[config.mk]
export PLATFORM = sky130hd
export DESIGN_NAME = rf_tx_burst_sched
export DESIGN_NICKNAME = d
export VERILOG_FILES = /design/src/rtl/rf_tx_pkg.sv /design/src/rtl/rf_tx_strobe_div.sv /design/src/rtl/rf_tx_burst_sched.sv
export SDC_FILE = /design/constraint.sdc
export NUM_CORES = 1
export LEC_CHECK = 0
export ABC_AREA = 1
export CORE_MARGIN = 4
export CORE_UTILIZATION = 48
export CTS_CLUSTER_DIAMETER = 60
export CTS_CLUSTER_SIZE = 28
export DETAILED_ROUTE_END_ITERATION = 10
export PLACE_DENSITY = 0.84
export SYNTH_ARGS = -nofsm -noshare
export SYNTH_HDL_FRONTEND = slang
export SYNTH_SLANG_ARGS = --single-unit
[constraint.sdc]
create_clock -name I_clk -period 5.1 [get_ports I_clk]
set_input_delay 1.02 -clock I_clk [delete_from_list [all_inputs] [get_ports I_clk]]
set_output_delay 1.02 -clock I_clk [all_outputs]
set_load 0.02 [all_outputs]
[src/rtl/rf_tx_pkg.sv]
// Shared types and constants for the RF TX burst scheduler.
//   state_t   : scheduler FSM states
//   IQ_W      : width of one I or Q component
//   SMP_W     : width of one packed 2-antenna sample {tx1Re,tx1Im,tx0Re,tx0Im}
//   *_LSB     : bit offsets of each component inside a packed sample
//   iq_field  : extracts one component from a packed sample
package rf_tx_pkg;

    typedef enum logic [1:0] {
        IDLE  = 2'd0,
        ARB   = 2'd1,
        BURST = 2'd2,
        GAP   = 2'd3
    } state_t;

    localparam int IQ_W  = 12;
    localparam int SMP_W = 48;

    localparam int TX0IM_LSB = 0;
    localparam int TX0RE_LSB = 12;
    localparam int TX1IM_LSB = 24;
    localparam int TX1RE_LSB = 36;

    function automatic logic [IQ_W-1:0] iq_field(input logic [SMP_W-1:0] smp, input int lsb);
        return smp[lsb +: IQ_W];
    endfunction

endpackage

[src/rtl/rf_tx_strobe_div.sv]
// Freezable modulo-DIV counter that produces the sample tick.
//   i_clk   : clock
//   i_rst_n : asynchronous active-low reset
//   i_clr   : synchronous clear to phase 0 (has priority over i_en)
//   i_en    : advance the phase; when low the phase is held
//   o_tick  : high while the phase is DIV-1 and i_en is high
module rf_tx_strobe_div #(
    parameter int DIV = 4
) (
    input  logic i_clk,
    input  logic i_rst_n,
    input  logic i_clr,
    input  logic i_en,
    output logic o_tick
);

    localparam int            W    = $clog2(DIV);
    localparam logic [W-1:0]  LAST = W'(DIV - 1);

    logic [W-1:0] r_cnt;

    // Phase counter: cleared, advanced with wrap, or frozen.
    always_ff @(posedge i_clk or negedge i_rst_n) begin
        if (!i_rst_n) begin
            r_cnt <= {W{1'b0}};
        end else if (i_clr) begin
            r_cnt <= {W{1'b0}};
        end else if (i_en) begin
            r_cnt <= (r_cnt == LAST) ? {W{1'b0}} : r_cnt + W'(1);
        end else begin
            r_cnt <= r_cnt;
        end
    end

    assign o_tick = i_en & (r_cnt == LAST);

endmodule

[src/rtl/rf_tx_burst_sched.sv]
// Round-robin burst scheduler between two RF TX sample sources
// (src0 = test pattern, src1 = baseband) feeding a 2-antenna 12-bit IQ sink.
// Optional feature macro: RF_TX_UNDERRUN_CNT_EN adds O_underrun_cnt.
//   I_clk, I_rst_n        : clock, asynchronous active-low reset
//   I_enable              : scheduler enable (checked only when idle)
//   I_tReady              : sink ready; low freezes the strobe phase
//   I_req[1:0]            : burst request per source (sampled only in ARB)
//   I_len0, I_len1        : burst length per source, latched at grant
//   I_vld[1:0]            : sample available per source
//   I_s0Data, I_s1Data    : packed samples {tx1Re,tx1Im,tx0Re,tx0Im}
//   O_gnt[1:0]            : one-hot grant for the running burst
//   O_rd[1:0]             : same-cycle pop to the granted source on a tick
//   O_busy                : scheduler not idle
//   O_RF_txXEn            : one-clock strobe marking new IQ data
//   O_RF_tx{0,1}{Re,Im}   : IQ outputs, held between strobes
//   O_underrun_cnt        : saturating underrun count (macro only)
module rf_tx_burst_sched
    import rf_tx_pkg::*;
#(
    parameter int STRB_DIV = 4,
    parameter int LEN_W    = 16,
    parameter int GAP_CYC  = 8,
    parameter int CNT_W    = 16
) (
    input  logic             I_clk,
    input  logic             I_rst_n,
    input  logic             I_enable,
    input  logic             I_tReady,
    input  logic [1:0]       I_req,
    input  logic [LEN_W-1:0] I_len0,
    input  logic [LEN_W-1:0] I_len1,
    input  logic [1:0]       I_vld,
    input  logic [SMP_W-1:0] I_s0Data,
    input  logic [SMP_W-1:0] I_s1Data,
    output logic [1:0]       O_gnt,
    output logic [1:0]       O_rd,
    output logic             O_busy,
    output logic             O_RF_txXEn,
    output logic [IQ_W-1:0]  O_RF_tx0Im,
    output logic [IQ_W-1:0]  O_RF_tx0Re,
    output logic [IQ_W-1:0]  O_RF_tx1Im,
    output logic [IQ_W-1:0]  O_RF_tx1Re
`ifdef RF_TX_UNDERRUN_CNT_EN
    ,
    output logic [CNT_W-1:0] O_underrun_cnt
`endif
);

    localparam bit                NO_GAP   = (GAP_CYC == 0);
    localparam int                GAP_W    = $clog2(GAP_CYC + 2);
    localparam logic [GAP_W-1:0]  GAP_LAST = GAP_W'(GAP_CYC - 1);

    state_t             r_state;
    state_t             w_next;
    logic [1:0]         r_gnt;
    logic               r_last;      // 1 = src1 served last, so src0 wins the next tie
    logic [LEN_W-1:0]   r_len;
    logic [LEN_W-1:0]   r_smp_cnt;
    logic [GAP_W-1:0]   r_gap_cnt;
    logic               r_busy;
    logic               r_txen;
    logic [SMP_W-1:0]   r_data;

    logic [1:0]         w_elig;
    logic               w_pick1;
    logic               w_tick;
    logic               w_vld_g;
    logic               w_last_smp;
    logic [SMP_W-1:0]   w_smp_sel;

    // A zero length makes a request ineligible.
    assign w_elig     = I_req & {(I_len1 != {LEN_W{1'b0}}), (I_len0 != {LEN_W{1'b0}})};
    assign w_pick1    = w_elig[1] & (~w_elig[0] | ~r_last);
    assign w_vld_g    = |(I_vld & r_gnt);
    assign w_last_smp = ((r_smp_cnt + LEN_W'(1)) == r_len);
    assign w_smp_sel  = r_gnt[1] ? I_s1Data : I_s0Data;

    rf_tx_strobe_div #(
        .DIV (STRB_DIV)
    ) u_div (
        .i_clk   (I_clk),
        .i_rst_n (I_rst_n),
        .i_clr   (r_state != BURST),
        .i_en    ((r_state == BURST) & I_tReady),
        .o_tick  (w_tick)
    );

    // FSM state register.
    always_ff @(posedge I_clk or negedge I_rst_n) begin
        if (!I_rst_n) begin
            r_state <= IDLE;
        end else begin
            r_state <= w_next;
        end
    end

    // FSM next-state logic.
    always_comb begin
        w_next = r_state;
        case (r_state)
            IDLE: begin
                if (I_enable && (|w_elig)) w_next = ARB;
                else                       w_next = IDLE;
            end
            ARB: begin
                if (|w_elig) w_next = BURST;
                else         w_next = IDLE;
            end
            BURST: begin
                if (w_tick && w_last_smp) w_next = NO_GAP ? IDLE : GAP;
                else                      w_next = BURST;
            end
            GAP: begin
                if (r_gap_cnt == GAP_LAST) w_next = IDLE;
                else                       w_next = GAP;
            end
            default: w_next = IDLE;
        endcase
    end

    // FSM output logic: the pop must land in the tick cycle itself.
    always_comb begin
        O_rd = 2'b00;
        if ((r_state == BURST) && w_tick && w_vld_g) begin
            O_rd = r_gnt;
        end else begin
            O_rd = 2'b00;
        end
    end

    // Grant, round-robin pointer, latched length and sample counter.
    always_ff @(posedge I_clk or negedge I_rst_n) begin
        if (!I_rst_n) begin
            r_gnt     <= 2'b00;
            r_last    <= 1'b1;
            r_len     <= {LEN_W{1'b0}};
            r_smp_cnt <= {LEN_W{1'b0}};
        end else begin
            case (r_state)
                ARB: begin
                    r_smp_cnt <= {LEN_W{1'b0}};
                    if (|w_elig) begin
                        r_gnt  <= w_pick1 ? 2'b10 : 2'b01;
                        r_len  <= w_pick1 ? I_len1 : I_len0;
                        r_last <= w_pick1;
                    end else begin
                        r_gnt  <= 2'b00;
                    end
                end
                BURST: begin
                    if (w_tick) begin
                        r_smp_cnt <= r_smp_cnt + LEN_W'(1);
                        if (w_last_smp) r_gnt <= 2'b00;
                        else            r_gnt <= r_gnt;
                    end else begin
                        r_smp_cnt <= r_smp_cnt;
                    end
                end
                default: begin
                    r_gnt <= 2'b00;
                end
            endcase
        end
    end

    // Post-burst gap timer; idles at zero outside GAP.
    always_ff @(posedge I_clk or negedge I_rst_n) begin
        if (!I_rst_n) begin
            r_gap_cnt <= {GAP_W{1'b0}};
        end else if (r_state == GAP) begin
            r_gap_cnt <= r_gap_cnt + GAP_W'(1);
        end else begin
            r_gap_cnt <= {GAP_W{1'b0}};
        end
    end

    // Registered busy flag, strobe and IQ sample (zero sample on underrun).
    always_ff @(posedge I_clk or negedge I_rst_n) begin
        if (!I_rst_n) begin
            r_busy <= 1'b0;
            r_txen <= 1'b0;
            r_data <= {SMP_W{1'b0}};
        end else begin
            r_busy <= (w_next != IDLE);
            r_txen <= w_tick;
            if (w_tick) begin
                r_data <= w_vld_g ? w_smp_sel : {SMP_W{1'b0}};
            end else begin
                r_data <= r_data;
            end
        end
    end

`ifdef RF_TX_UNDERRUN_CNT_EN
    logic [CNT_W-1:0] r_urun_cnt;

    // Saturating count of ticks that found the granted source empty.
    always_ff @(posedge I_clk or negedge I_rst_n) begin
        if (!I_rst_n) begin
            r_urun_cnt <= {CNT_W{1'b0}};
        end else if (w_tick && !w_vld_g && (r_urun_cnt != {CNT_W{1'b1}})) begin
            r_urun_cnt <= r_urun_cnt + CNT_W'(1);
        end else begin
            r_urun_cnt <= r_urun_cnt;
        end
    end

    assign O_underrun_cnt = r_urun_cnt;
`else
    logic [CNT_W-1:0] w_unused_cnt;
    assign w_unused_cnt = {CNT_W{1'b0}};
`endif

    assign O_gnt      = r_gnt;
    assign O_busy     = r_busy;
    assign O_RF_txXEn = r_txen;
    assign O_RF_tx0Im = iq_field(r_data, TX0IM_LSB);
    assign O_RF_tx0Re = iq_field(r_data, TX0RE_LSB);
    assign O_RF_tx1Im = iq_field(r_data, TX1IM_LSB);
    assign O_RF_tx1Re = iq_field(r_data, TX1RE_LSB);

endmodule
==> impl_metrics.tcl <==
set metrics [dict create \
    status "completed" \
    num_vias 4901 \
    switchingPower_mw 0.798 \
    min_path_type "reg -> reg" \
    synth_area_leaders "dfrtp_1 (46%), nand2_1 (11%), mux2i_1 (9.7%)" \
    cts_buffer_depth 2 \
    grt_overflow 0 \
    initial_utilization_pct 50.0 \
    grt_pass1_vias 5036 \
    drive_above_1_share_pct 6.51 \
    worst_setup_path_end_kind "output pin" \
    rr_worst_depth 7 \
    grt_use_total_pct 26.8 \
    fin_setup_tns_ns 0 \
    power_leakage_nw 3.03 \
    worst-path-buf-inv 3 \
    critPathSlowestCell "clkdlybuf4s50_1" \
    synthesis.area_um2 4980 \
    fin_area_um2 7160 \
    timing.fmax_ghz 0.265 \
    num_antenna_cells 0 \
    cts_post_setup_buffers_inserted 0 \
    grt_max_degree 62 \
    pwr-share-comb_pct 33.2 \
    die_area_um2 12100 \
    ys_seq_area_share_pct 46.8 \
    core_um2 9950 \
    power_density_nw_per_um2 312 \
    wl_per_cell_um 17.6 \
    drt_iter0_drc 256 \
    rsz0062_at_grt "false" \
    die_h_um 110 \
    htree_levels 3 \
    layout_common_cells "clkdlybuf4s50_1 (188), nand2_1 (146), dfrtp_1 (91)" \
    ys_seq_elements 93 \
    die_width_um 110 \
    required_ns 4.08 \
    rows 36 \
    syn_nets 723 \
    r2r_start "r_state[0]" \
    pre_cts_slack_ns 1.37 \
    synth_cell_types 34 \
    totalPowerFinal_mw 2.23 \
    path_cells "clkdlybuf4s50_1 > nand3_2 > clkinv_1 > nand2_1 > nor2_1 > clkdlybuf4s50_1" \
    antenna_found_initial 0 \
    syn_to_final_growth_pct 43.9 \
    vias_per_cell 5.44 \
    final_common_cell "clkdlybuf4s50_1" \
    multi_input_area_um2 2400 \
    fill_cells 716 \
    seqPwrFrac_pct 44.0 \
    max_cap_violations 0 \
    grt_pass1_wl_um 24900 \
    firstDrtPassIters 6 \
    swShare_pct 35.7 \
    crit_arrival_ns 2.75 \
    relSlewSlack_pct 41.4 \
    worstMarginPinSlew_ns 0.878 \
    syn_inst 584 \
    yosysTopAreaCellShare_pct 46.3 \
    cp_top_family "buffers and inverters" \
    r2r-end "r_len[13]" \
    setup_viol 0 \
    syn_avg_cell_area_um2 8.52 \
    crit_type "in -> out" \
    cp-start-kind "primary input" \
    cts_hold_buf 0 \
    routed_wl_um 15900 \
    fin_skew_ns 0.0154 \
    peakVddDrop_mv 0.166 \
    insertion_delay_ns 0.36 \
    cts_buffers 9 \
    ff_latch_area_um2 2330 \
    fin_nets 903 \
    numPortBuffers 189 \
    cp_max_fo 8 \
    finalHoldViolations 0 \
    min_from "r_gap_cnt[0]" \
    drc 0 \
    pin_count 190 \
    postPlaceCellArea_um2 6970 \
    slowest_delay_ns 0.63 \
    clockRootBuffer "clkbuf_8" \
    clock_power_share_pct 22.8 \
    slew_viol_final 0 \
    holdPathEnd "r_gap_cnt[0]" \
    r2r_slack_ns 2.78 \
    hpwl_um 12300 \
    crit_path_frequent_cell "clkdlybuf4s50_1" \
    min_period_over_period_pct 73.9 \
    place_congestion 0.855 \
    cts_resized 0 \
    worst_setup_hold_path_clk_slew_ns 0.09 \
    ant_nets 0 \
    cts_sinks 93 \
    internal-power_mw 1.44 \
    yosysTopAreaCell "dfrtp_1" \
    cts_tree "done" \
    fin_ws_ns 1.33 \
    min_delay_path_depth 1 \
    synth_warnings 0 \
    final.min_clock_period_ns 3.77 \
]
==> final cells by class <==
type | instances | area share, %
clock buffers | 9 | 1.73
clock inverters | 6 | 0.995
inverters | 41 | 2.15
multi-input cells | 426 | 33.5
flip-flops and latches | 93 | 32.5
well taps | 133 | 2.32
repair buffers | 193 | 26.8
==> cells in the mapped netlist <==
cell type / count
ha_1: 3
nor2_2: 5
o211ai_1: 1
o21ai_0: 60
o22ai_1: 9
mux2i_1: 48
nor4_1: 6
xnor2_1: 1
buf_2: 4
inv_2: 4
and2_1: 2
a21oi_1: 2
nor3_1: 2
xor3_1: 1
nor3_2: 1
nand2_2: 6
nand2_1: 146
a31oi_1: 1
nand2_4: 1
nor2_4: 7
nand3b_1: 7
dfstp_2: 1
nand4_1: 26
inv_1: 36
clkbuf_1: 20
dfrtp_1: 92
xor2_1: 2
clkinv_1: 1
a22o_1: 1
nor2_1: 18
nand3_2: 3
nor2_8: 1
nand3_1: 65
o31ai_1: 1
==> metal layers <==
| metal | wire (um) | vias up | track usage (%) |
|---|---|---|---|
| met3 | 1020 | 26 | 4.82 |
| met5 | 0 | - | 0 |
| met2 | 8530 | 209 | 49.0 |
| li1 | - | 2356 | - |
| met1 | 6020 | 2310 | 31.6 |
| met4 | 325 | 0 | 8.28 |
==> stage by stage <==
step | hold WS, ns | instances | util [%]
after floorplan | 0.433 | 584 | -
after global placement | 0.446 | 886 | 70.0
after detailed placement | 0.460 | 886 | 70.0
after CTS | 0.472 | 901 | 72.0
after global routing | 0.500 | 901 | 72.0
final | 0.473 | 901 | 72.0
==> state kept, by name, summed over array words and instances, names as in the netlist <==
name,cells
u_div.r_cnt,2
O_busy,1
r_data,48
r_last,1
r_smp_cnt,16
r_state,2
O_gnt,2
r_gap_cnt,4
r_len,16
O_RF_txXEn,1
==> worst max-delay path by stage <==
stage,start,to,slack (ns),depth (start not counted)
global route,I_tReady,O_rd[1],1.29,6
CTS,I_tReady,O_rd[1],1.36,6
detailed placement,I_tReady,O_rd[1],1.37,6
finish,I_tReady,O_rd[0],1.33,6
global placement,I_tReady,O_rd[1],1.41,6
floorplan,I_tReady,O_rd[0],2.22,5
==> kinds of logic after synthesis <==
group / after synthesis / share of synthesized area [%]
AO/OA/AOI/OAI: 75 / 7.97
buffers and inverters: 65 / 5.00
flip-flops: 93 / 46.8
adder cells (fa/ha/maj): 3 / 0.754
AND/OR/NAND/NOR: 296 / 28.8
multiplexers: 48 / 9.65
XOR/XNOR: 4 / 1.01
==> power groups by stage <==
stage,clock network (mW),registers [mW],logic (mW)
3_3_place_gp,0,0.988,0.716
6_report,0.508,0.984,0.741
4_1_cts,0.508,0.980,0.744
3_5_place_dp,0,0.994,0.739
5_1_grt,0.545,0.997,0.815
2_1_floorplan,0,0.956,0.474
No activity file was read; power rests on OpenSTA's default activity.
